[config.mk]
export PLATFORM = sky130hd
export DESIGN_NAME = fetch_stage
export DESIGN_NICKNAME = d
export VERILOG_FILES = /design/src/rtl/fetch_stage_pkg.sv /design/src/rtl/dff_16bit.sv /design/src/rtl/fetch_stage.sv
export SDC_FILE = /design/constraint.sdc
export NUM_CORES = 1
export LEC_CHECK = 0
export ABC_AREA = 1
export CAP_MARGIN = 20
export CORE_MARGIN = 2
export CORE_UTILIZATION = 40
export DETAILED_ROUTE_END_ITERATION = 10
export GPL_TIMING_DRIVEN = 0
export PLACE_DENSITY = 0.68
export SYNTH_ARGS = -nofsm -noshare
export SYNTH_HDL_FRONTEND = slang
export SYNTH_SLANG_ARGS = --single-unit
[constraint.sdc]
create_clock -name clk -period 3.1 [get_ports clk]
set_clock_uncertainty 0.15 [all_clocks]
set_input_delay 0.31 -clock clk [delete_from_list [all_inputs] [get_ports clk]]
set_output_delay 0.31 -clock clk [all_outputs]
set_load 0.02 [all_outputs]
[src/rtl/fetch_stage_pkg.sv]
// fetch_stage_pkg: fetch state encoding, reset/NOP/HALT constants and the HALT opcode test
package fetch_stage_pkg;
  typedef enum logic [1:0] {S_RUN, S_WAIT, S_HOLD, S_HALT} state_t;
  localparam logic [15:0] RESET_PC = 16'h0000;
  localparam logic [15:0] NOP_INSTR = 16'h0800;
  localparam logic [4:0] HALT_OPC = 5'b00000;
  function automatic logic is_halt(input logic [15:0] instr);
    return instr[15:11] == HALT_OPC;
  endfunction
endpackage

[src/rtl/dff_16bit.sv]
// dff_16bit: 16-bit register with synchronous active-low reset to RST_VAL (clk, rst, d -> q)
module dff_16bit #(
  parameter logic [15:0] RST_VAL = 16'h0000
) (
  input  logic        clk,
  input  logic        rst,
  input  logic [15:0] d,
  output logic [15:0] q
);
  always_ff @(posedge clk)
    q <= !rst ? RST_VAL : d;
endmodule

[src/rtl/fetch_stage.sv]
// fetch_stage: PC owner issuing imem reads, one-entry hold buffer for stalls, redirects, HALT stop; outputs instr/pc/pc+2/valid/halted to IF/ID
module fetch_stage
  import fetch_stage_pkg::*;
(
  input  logic        clk,
  input  logic        rst,
  input  logic        stall,
  input  logic        redirect,
  input  logic [15:0] redirect_pc,
  output logic [15:0] imem_addr,
  output logic        imem_rd,
  input  logic [15:0] imem_data,
  input  logic        imem_stall,
  input  logic        imem_done,
  output logic [15:0] instr_out,
  output logic [15:0] pcCurrent_out,
  output logic [15:0] pcPlusTwo_out,
  output logic        instr_valid,
  output logic        halted
);
  state_t state, state_n;
  logic squash, squash_n, valid, unused_ok;
  logic [15:0] pc_q, pc_d, hold_instr_q, hold_instr_d, hold_pc_q, hold_pc_d;
  logic [15:0] emit_instr, emit_pc, last_pc;
  assign unused_ok = ^{imem_stall, redirect_pc[0]};
  dff_16bit #(.RST_VAL(RESET_PC)) u_pc (.clk(clk), .rst(rst), .d(pc_d), .q(pc_q));
  dff_16bit #(.RST_VAL(NOP_INSTR)) u_hold_instr (.clk(clk), .rst(rst), .d(hold_instr_d), .q(hold_instr_q));
  dff_16bit #(.RST_VAL(RESET_PC)) u_hold_pc (.clk(clk), .rst(rst), .d(hold_pc_d), .q(hold_pc_q));
  always_ff @(posedge clk) begin
    if (!rst) begin
      state <= S_RUN;
      squash <= 1'b0;
      last_pc <= RESET_PC;
    end else begin
      state <= state_n;
      squash <= squash_n;
      last_pc <= pcCurrent_out;
    end
  end
  // hold_pc doubles as the latched miss address while in S_WAIT
  always_comb begin
    state_n = state;
    squash_n = squash;
    pc_d = pc_q;
    hold_instr_d = hold_instr_q;
    hold_pc_d = hold_pc_q;
    imem_rd = 1'b0;
    imem_addr = pc_q;
    valid = 1'b0;
    emit_instr = imem_data;
    emit_pc = pc_q;
    case (state)
      S_RUN: begin
        imem_rd = 1'b1;
        hold_pc_d = pc_q;
        hold_instr_d = imem_data;
        valid = imem_done;
        pc_d = imem_done ? pc_q + 16'd2 : pc_q;
        state_n = !imem_done ? S_WAIT : stall ? S_HOLD : is_halt(imem_data) ? S_HALT : S_RUN;
      end
      S_WAIT: begin
        imem_addr = hold_pc_q;
        emit_pc = hold_pc_q;
        hold_instr_d = imem_data;
        valid = imem_done && !squash;
        pc_d = valid ? pc_q + 16'd2 : pc_q;
        squash_n = squash && !imem_done;
        state_n = !imem_done ? S_WAIT : squash ? S_RUN : stall ? S_HOLD : is_halt(imem_data) ? S_HALT : S_RUN;
      end
      S_HOLD: begin
        valid = 1'b1;
        emit_instr = hold_instr_q;
        emit_pc = hold_pc_q;
        state_n = stall ? S_HOLD : is_halt(hold_instr_q) ? S_HALT : S_RUN;
      end
      default: ;
    endcase
    // a redirect during an outstanding miss must wait for the old data before reissuing
    if (redirect) begin
      imem_rd = 1'b0;
      valid = 1'b0;
      pc_d = {redirect_pc[15:1], 1'b0};
      squash_n = state == S_WAIT && !imem_done;
      state_n = squash_n ? S_WAIT : S_RUN;
    end
    if (!rst) begin
      imem_rd = 1'b0;
      valid = 1'b0;
    end
  end
  assign instr_valid = valid;
  assign instr_out = valid ? emit_instr : NOP_INSTR;
  assign pcCurrent_out = !rst ? RESET_PC : valid ? emit_pc : last_pc;
  assign pcPlusTwo_out = pcCurrent_out + 16'd2;
  assign halted = rst && state == S_HALT;
endmodule

# Word-level counts from Yosys, hierarchy flattened

Cells that the tools add are included.

Register bits: 67
Input port bits: 38

Equal/unequal tests: 7
Bitwise operators: 1
Reduce and logical (&&, ||, !) cells: 18
Multiplexer cells: 28
Add/sub/neg operators: 2

Operator list:

| operator                                                         | number |
|---|---|
| 16-bit 2-to-1 mux                                                | 9 |
| 16-bit by 2-bit adder with 16-bit output (second input constant) | 2 |
| 16-bit one-hot mux with 2 select lines                           | 1 |
| 2-bit 2-to-1 mux                                                 | 8 |
| 5-bit zero test                                                  | 2 |
| 1-bit 2-to-1 mux                                                 | 8 |
| 3-bit inequality test (second input constant)                    | 2 |
| 2-bit one-hot mux with 3 select lines                            | 1 |
| 3-bit AND reduction                                              | 2 |
| 2-bit OR reduction                                               | 3 |
| 2-bit == test (second input constant)                            | 2 |
| 1-bit logical AND                                                | 4 |
| 2-bit inequality test (second input constant)                    | 2 |
| 2-bit nonzero test                                               | 2 |
| 4-bit nonzero test                                               | 1 |
| 1-bit one-hot mux with 3 select lines                            | 1 |
| 3-bit nonzero test                                               | 1 |
| 2-bit by 1-bit == test with 1-bit output (second input constant) | 1 |
| 1-bit zero test                                                  | 2 |
| 2-bit zero test                                                  | 1 |
| 1-bit NOT                                                        | 1 |

# Depth between registers and ports, before layout

Depth after elaboration: 8
Gate-level depth with buffers: 16
Mapped depth without buffers: 15

# By module

Synthesis repeated with hierarchy kept, for this count alone.

Cell total of the unflattened synthesis: 766
Area total of the unflattened synthesis: 4,543.1 um^2

By module, submodules not included:

| module                     | area each (um^2) | cells an instance | times used | sequential area each (um^2) |
|---|---|---|---|---|
| fetch_stage                | 3,093.0          | 616               | 1          | 380.4 |
| dff_16bit at u_hold_pc ... | 484.2            | 50                | 2          | 320.3 |
| dff_16bit at u_hold_instr  | 481.7            | 50                | 1          | 320.3 |

# Worst setup path before layout

Ideal clock, no wire load.

Kind: reg2out
Start: reg state[0]
End: out pcPlusTwo_out[5]
Cell stages (with the launch flop): 15
Data arrival time: 2,720 ps
Required time: 2,640 ps
Path buffers: 1
Slack: -80 ps
Cells stage by stage: dfxtp_1 > inv_1 > ha_1 > buf_2 > a21oi_1 > nand2_1 > nand2_2 > inv_1 > nand2_1 > nand3_1 > inv_1 > ha_1 > inv_1 > nor3_2 > xor2_1

Word-level cells in the longest chain between the ends: 7
Elaborated cells between the ends (all ways): 11

RTL lines:

| item                                       | RTL line          | source |
|---|---|---|
| start: declaration                         | fetch_stage.sv:21 | `state_t state, state_n;` |
| start signal: assignment                   | fetch_stage.sv:35 | `state <= state_n;` |
| 2-bit == test (tied with other cells)      | fetch_stage.sv:52 | `case (state)` |
| 1-bit one-hot mux with 3 select lines *    | fetch_stage.sv:52 |  |
| 1-bit 2-to-1 mux *                         | fetch_stage.sv:79 | `if (redirect) begin` |
| 1-bit 2-to-1 mux *                         | fetch_stage.sv:86 | `if (!rst) begin` |
| net instr_valid                            | fetch_stage.sv:18 | `output logic instr_valid,` |
| 16-bit 2-to-1 mux * (2 in a row)           | fetch_stage.sv:93 | `assign pcCurrent_out = !rst ? RESET_PC : valid ? emit_pc : last_pc;` |
| net pcCurrent_out[1]                       | fetch_stage.sv:16 | `output logic [15:0] pcCurrent_out,` |
| 16-bit by 2-bit adder with 16-bit output * | fetch_stage.sv:94 | `assign pcPlusTwo_out = pcCurrent_out + 16'd2;` |
| end: declaration                           | fetch_stage.sv:17 | `output logic [15:0] pcPlusTwo_out,` |

Mark *: on every way through the listed nets, which the timed path passes. The rest lies on a longest branch.

# Worst setup path after layout

Start: reg state[0]
End: out pcPlusTwo_out[3]

Word-level cells in the longest chain between the ends: 7
Elaborated cells between the ends (all ways): 11

RTL lines:

| item                                       | RTL line |
|---|---|
| 2-bit == test (tied with other cells)      | fetch_stage.sv:52 |
| 1-bit one-hot mux with 3 select lines      | fetch_stage.sv:52 |
| 1-bit 2-to-1 mux                           | fetch_stage.sv:79 |
| 1-bit 2-to-1 mux                           | fetch_stage.sv:86 |
| 16-bit 2-to-1 mux * (2 in a row)           | fetch_stage.sv:93 |
| 16-bit by 2-bit adder with 16-bit output * | fetch_stage.sv:94 |

Every way passes the cells marked *; elsewhere a longest branch is shown, timed or not.

==> impl_results.md <==
- Syn Nets: 667
- Vias/cell: 5.00
- Inst Count DP: 850
- Largest cells by area after synthesis: dfxtp_1, nand2_1, inv_1
- Synth Register Bits: 65
- Initial antenna violation count: 0
- CTS sink count: 65
- CP cell instances: inv_2 > ha_4 > buf_4 > nor2_1 > a21oi_1 > nand3_1 > nand3_2 > inv_2 > ha_4 > inv_2 > xor2_1 > clkdlybuf4s15_2
- CP Max Fanout: 10
- Hold Path Depth: 3
- Finished Core Util: 0.605
- Clk slew on worst S/H paths: 80 ps
- P_leak: 2.59 nW
- Fillcell total: 899
- Synth Instances: 622
- # rows: 35
- Layout Nets: 792
- CTS Buf Count: 9
- Slew Viols, Final: 0
- Worst setup margin: 132 ps
- Slowest cell delay on critical path: 390 ps
- Most frequent cells in the layout: nand2_1, inv_1, clkdlybuf4s50_1
- Global-route wire length before repair: 19.2 mm
- CTS Hold Bufs: 0
- Hold Path Sink: last_pc[2]
- Share of layout cells above drive strength 1: 0.154
- Buf/Inv on CP: 5
- RD Place Congestion: 0.917
- Power per cell area: 418 mW/mm2
- Yosys top cell by area: dfxtp_1
- Maximum clock frequency: 0.337 GHz
- Max clock buf depth: 2
- Total gr overflow: 0
- Initial Utilization: 0.417
- RSZ-0062 raised after global routing: true
- Crit path kind: register to output port
- H-Tree Depth: 3
- CTS tree: done
- Hold crit path type: primary input to register
- Critical R2R Capture: u_pc.q[3]
- Worst Path Arrival: 2510 ps
- Tmin final: 2970 ps
- Worst setup SP type: register
- Peak supply drop: 0.000274 V
- Worst-skew pair later-pin latency: 340 ps
- Post-Place Setup Slack: -706 ps
- Post-route DRC: 0
- CP delay by family, top: buffers and inverters
- Port bufs: 99
- Synth top area share: 0.334
- Most common cell after layout, fill and taps aside: nand2_1
- IO Count: 105
- Antenna Cells: 0
- Status: finished, final reports clean
- DR iter-0 viols: 243
- Register area share after synthesis: 0.334
- ANT nets after route: 0
- Worst Reg-to-Reg Cells: 9
- Worst-path cell with the longest stage delay: dfxtp_4
- Hold path startpoint: rst
- Largest net degree at the start of global routing: 16
- Fin Hold WS: 203 ps
- Slew HR: 0.554
- Vias: 4404
- CORE AREA: 0.00933 mm2
- Synth-to-Final Area Change: 45.0%
- Most used cell, CP: inv_2
- Reg2reg start: state[1]
- WL final: 12.1 mm
- Root Driver: clkbuf_8
- Die W: 103 um
- Full die area: 0.0105 mm2
- Vias in the first global route: 4063
- Period utilisation layout: 0.957
- Setup TNS Final: 0 ps
- Endpoints failing hold: 0
- CP Data Required Time: 2640 ps
- Netlist cell types: 33
- TritonRoute pass-1 iters: 6
- GR Util All Layers: 0.231
- Setup-failing EPs final: 0
- Crit path depth: 12
- Mapped Area: 0.00389 mm2
- Max_cap viols: 0
- Dpl hpwl: 8.92 mm
- Die H: 103 um
- R2R Setup Slk: 690 ps
- Wirelength per Cell: 13.7 um
- Yosys warning count: 0
- Setup crit end kind: output port
- Final Non-Filler Cells: 881
- Avg Synthesized Cell Area: 6.26 um2
- Worst Tran Pin Value: 667 ps
==> flip-flops by register name, summed over array words and instances (netlist names) <==
register	cells
last_pc	16
u_hold_instr.q	16
u_hold_pc.q	15
u_pc.q	15
state	2
squash	1
==> routing by layer <==
layer / global-route usage / wire [um] / up-vias
met5: 0 / 0 / -
met1: 0.302 / 5470 / 2027
li1: - / - / 2216
met2: 0.391 / 5800 / 147
met3: 0.0332 / 639 / 14
met4: 0.0769 / 202 / 0
==> cells by family (layout without fill, tap and decap cells) <==
kind of cell / after synthesis / in the layout / share of synthesized area
XOR/XNOR: 16 / 16 / 0.0360
AO/OA/AOI/OAI: 130 / 130 / 0.178
other: 1 / 1 / 0.000964
flip-flops: 65 / 65 / 0.334
AND/OR/NAND/NOR: 276 / 276 / 0.298
adder cells (fa/ha/maj): 7 / 7 / 0.0225
buffers and inverters: 127 / 257 / 0.130
==> cells in the mapped netlist <==
library cell,n
nand4_1,1
buf_2,6
o21ai_0,60
dfxtp_1,65
nor3_1,9
nand2_2,3
a211oi_1,1
nor2_4,1
nand2_1,143
nor3_4,1
nand3_1,42
o21ai_1,1
inv_2,1
o211ai_1,3
a22oi_1,4
a31oi_1,7
o21a_1,1
o31ai_2,1
conb_1,1
nand3_2,2
inv_1,92
nor2_2,3
or2_2,1
xor2_1,16
nor2_1,69
buf_1,2
a21oi_1,51
clkbuf_1,21
nor3_2,1
buf_4,4
ha_1,7
buf_6,1
o221ai_1,1
==> area by class of cell <==
type / count / area, um2 / share of cell area
buffer: 32 / 174 / 0.0308
clock inverter: 5 / 62.6 / 0.0111
timing repair buffer: 116 / 1090 / 0.193
clock buffer: 11 / 151 / 0.0268
tap: 129 / 161 / 0.0286
multi-input combinational: 430 / 2340 / 0.415
sequential: 65 / 1310 / 0.232
inverter: 93 / 355 / 0.0630
==> worst reg2reg max path, cell delays in order, from the launching register on <==
cell and delay [ps]:
dfxtp_4 400, inv_4 60, ha_4 150, buf_6 120, buf_4 130, o31ai_2 460, inv_1 110, nor2_1 460
nand3_1 150, a31oi_1 160
==> power by group <==
part           internal, mW  switching [mW]  total [mW]
logic                 0.258           0.380       0.638
registers             0.901          0.0437       0.944
clock network         0.420           0.354       0.774
==> how the worst max path moves through the flow <==
stage                                   end  startpoint
after floorplan            pcPlusTwo_out[5]    state[0]
after global placement    pcPlusTwo_out[13]    state[0]
after detailed placement  pcPlusTwo_out[13]    state[0]
after CTS                 pcPlusTwo_out[11]    state[0]
after global routing      pcPlusTwo_out[12]    state[0]
final                      pcPlusTwo_out[3]    state[0]
==> what timing repair did <==
| action | 4_1_cts | 5_1_grt |
|---|---|---|
| pin swaps | 9 | 18 |
| gates resized for setup | 80 | 55 |
| endpoints found under the setup margin | 42 | 42 |
| gates cloned | 0 | 1 |
| setup buffers | 5 | 11 |
==> stage by stage <==
step	power (mW)	cell area, um2
after detailed placement	1.53	5050
final	2.36	5640
after global routing	2.47	5640
after global placement	1.52	5050
after floorplan	1.29	3900
after CTS	2.31	5380
Power figures use the tool's default switching activity.
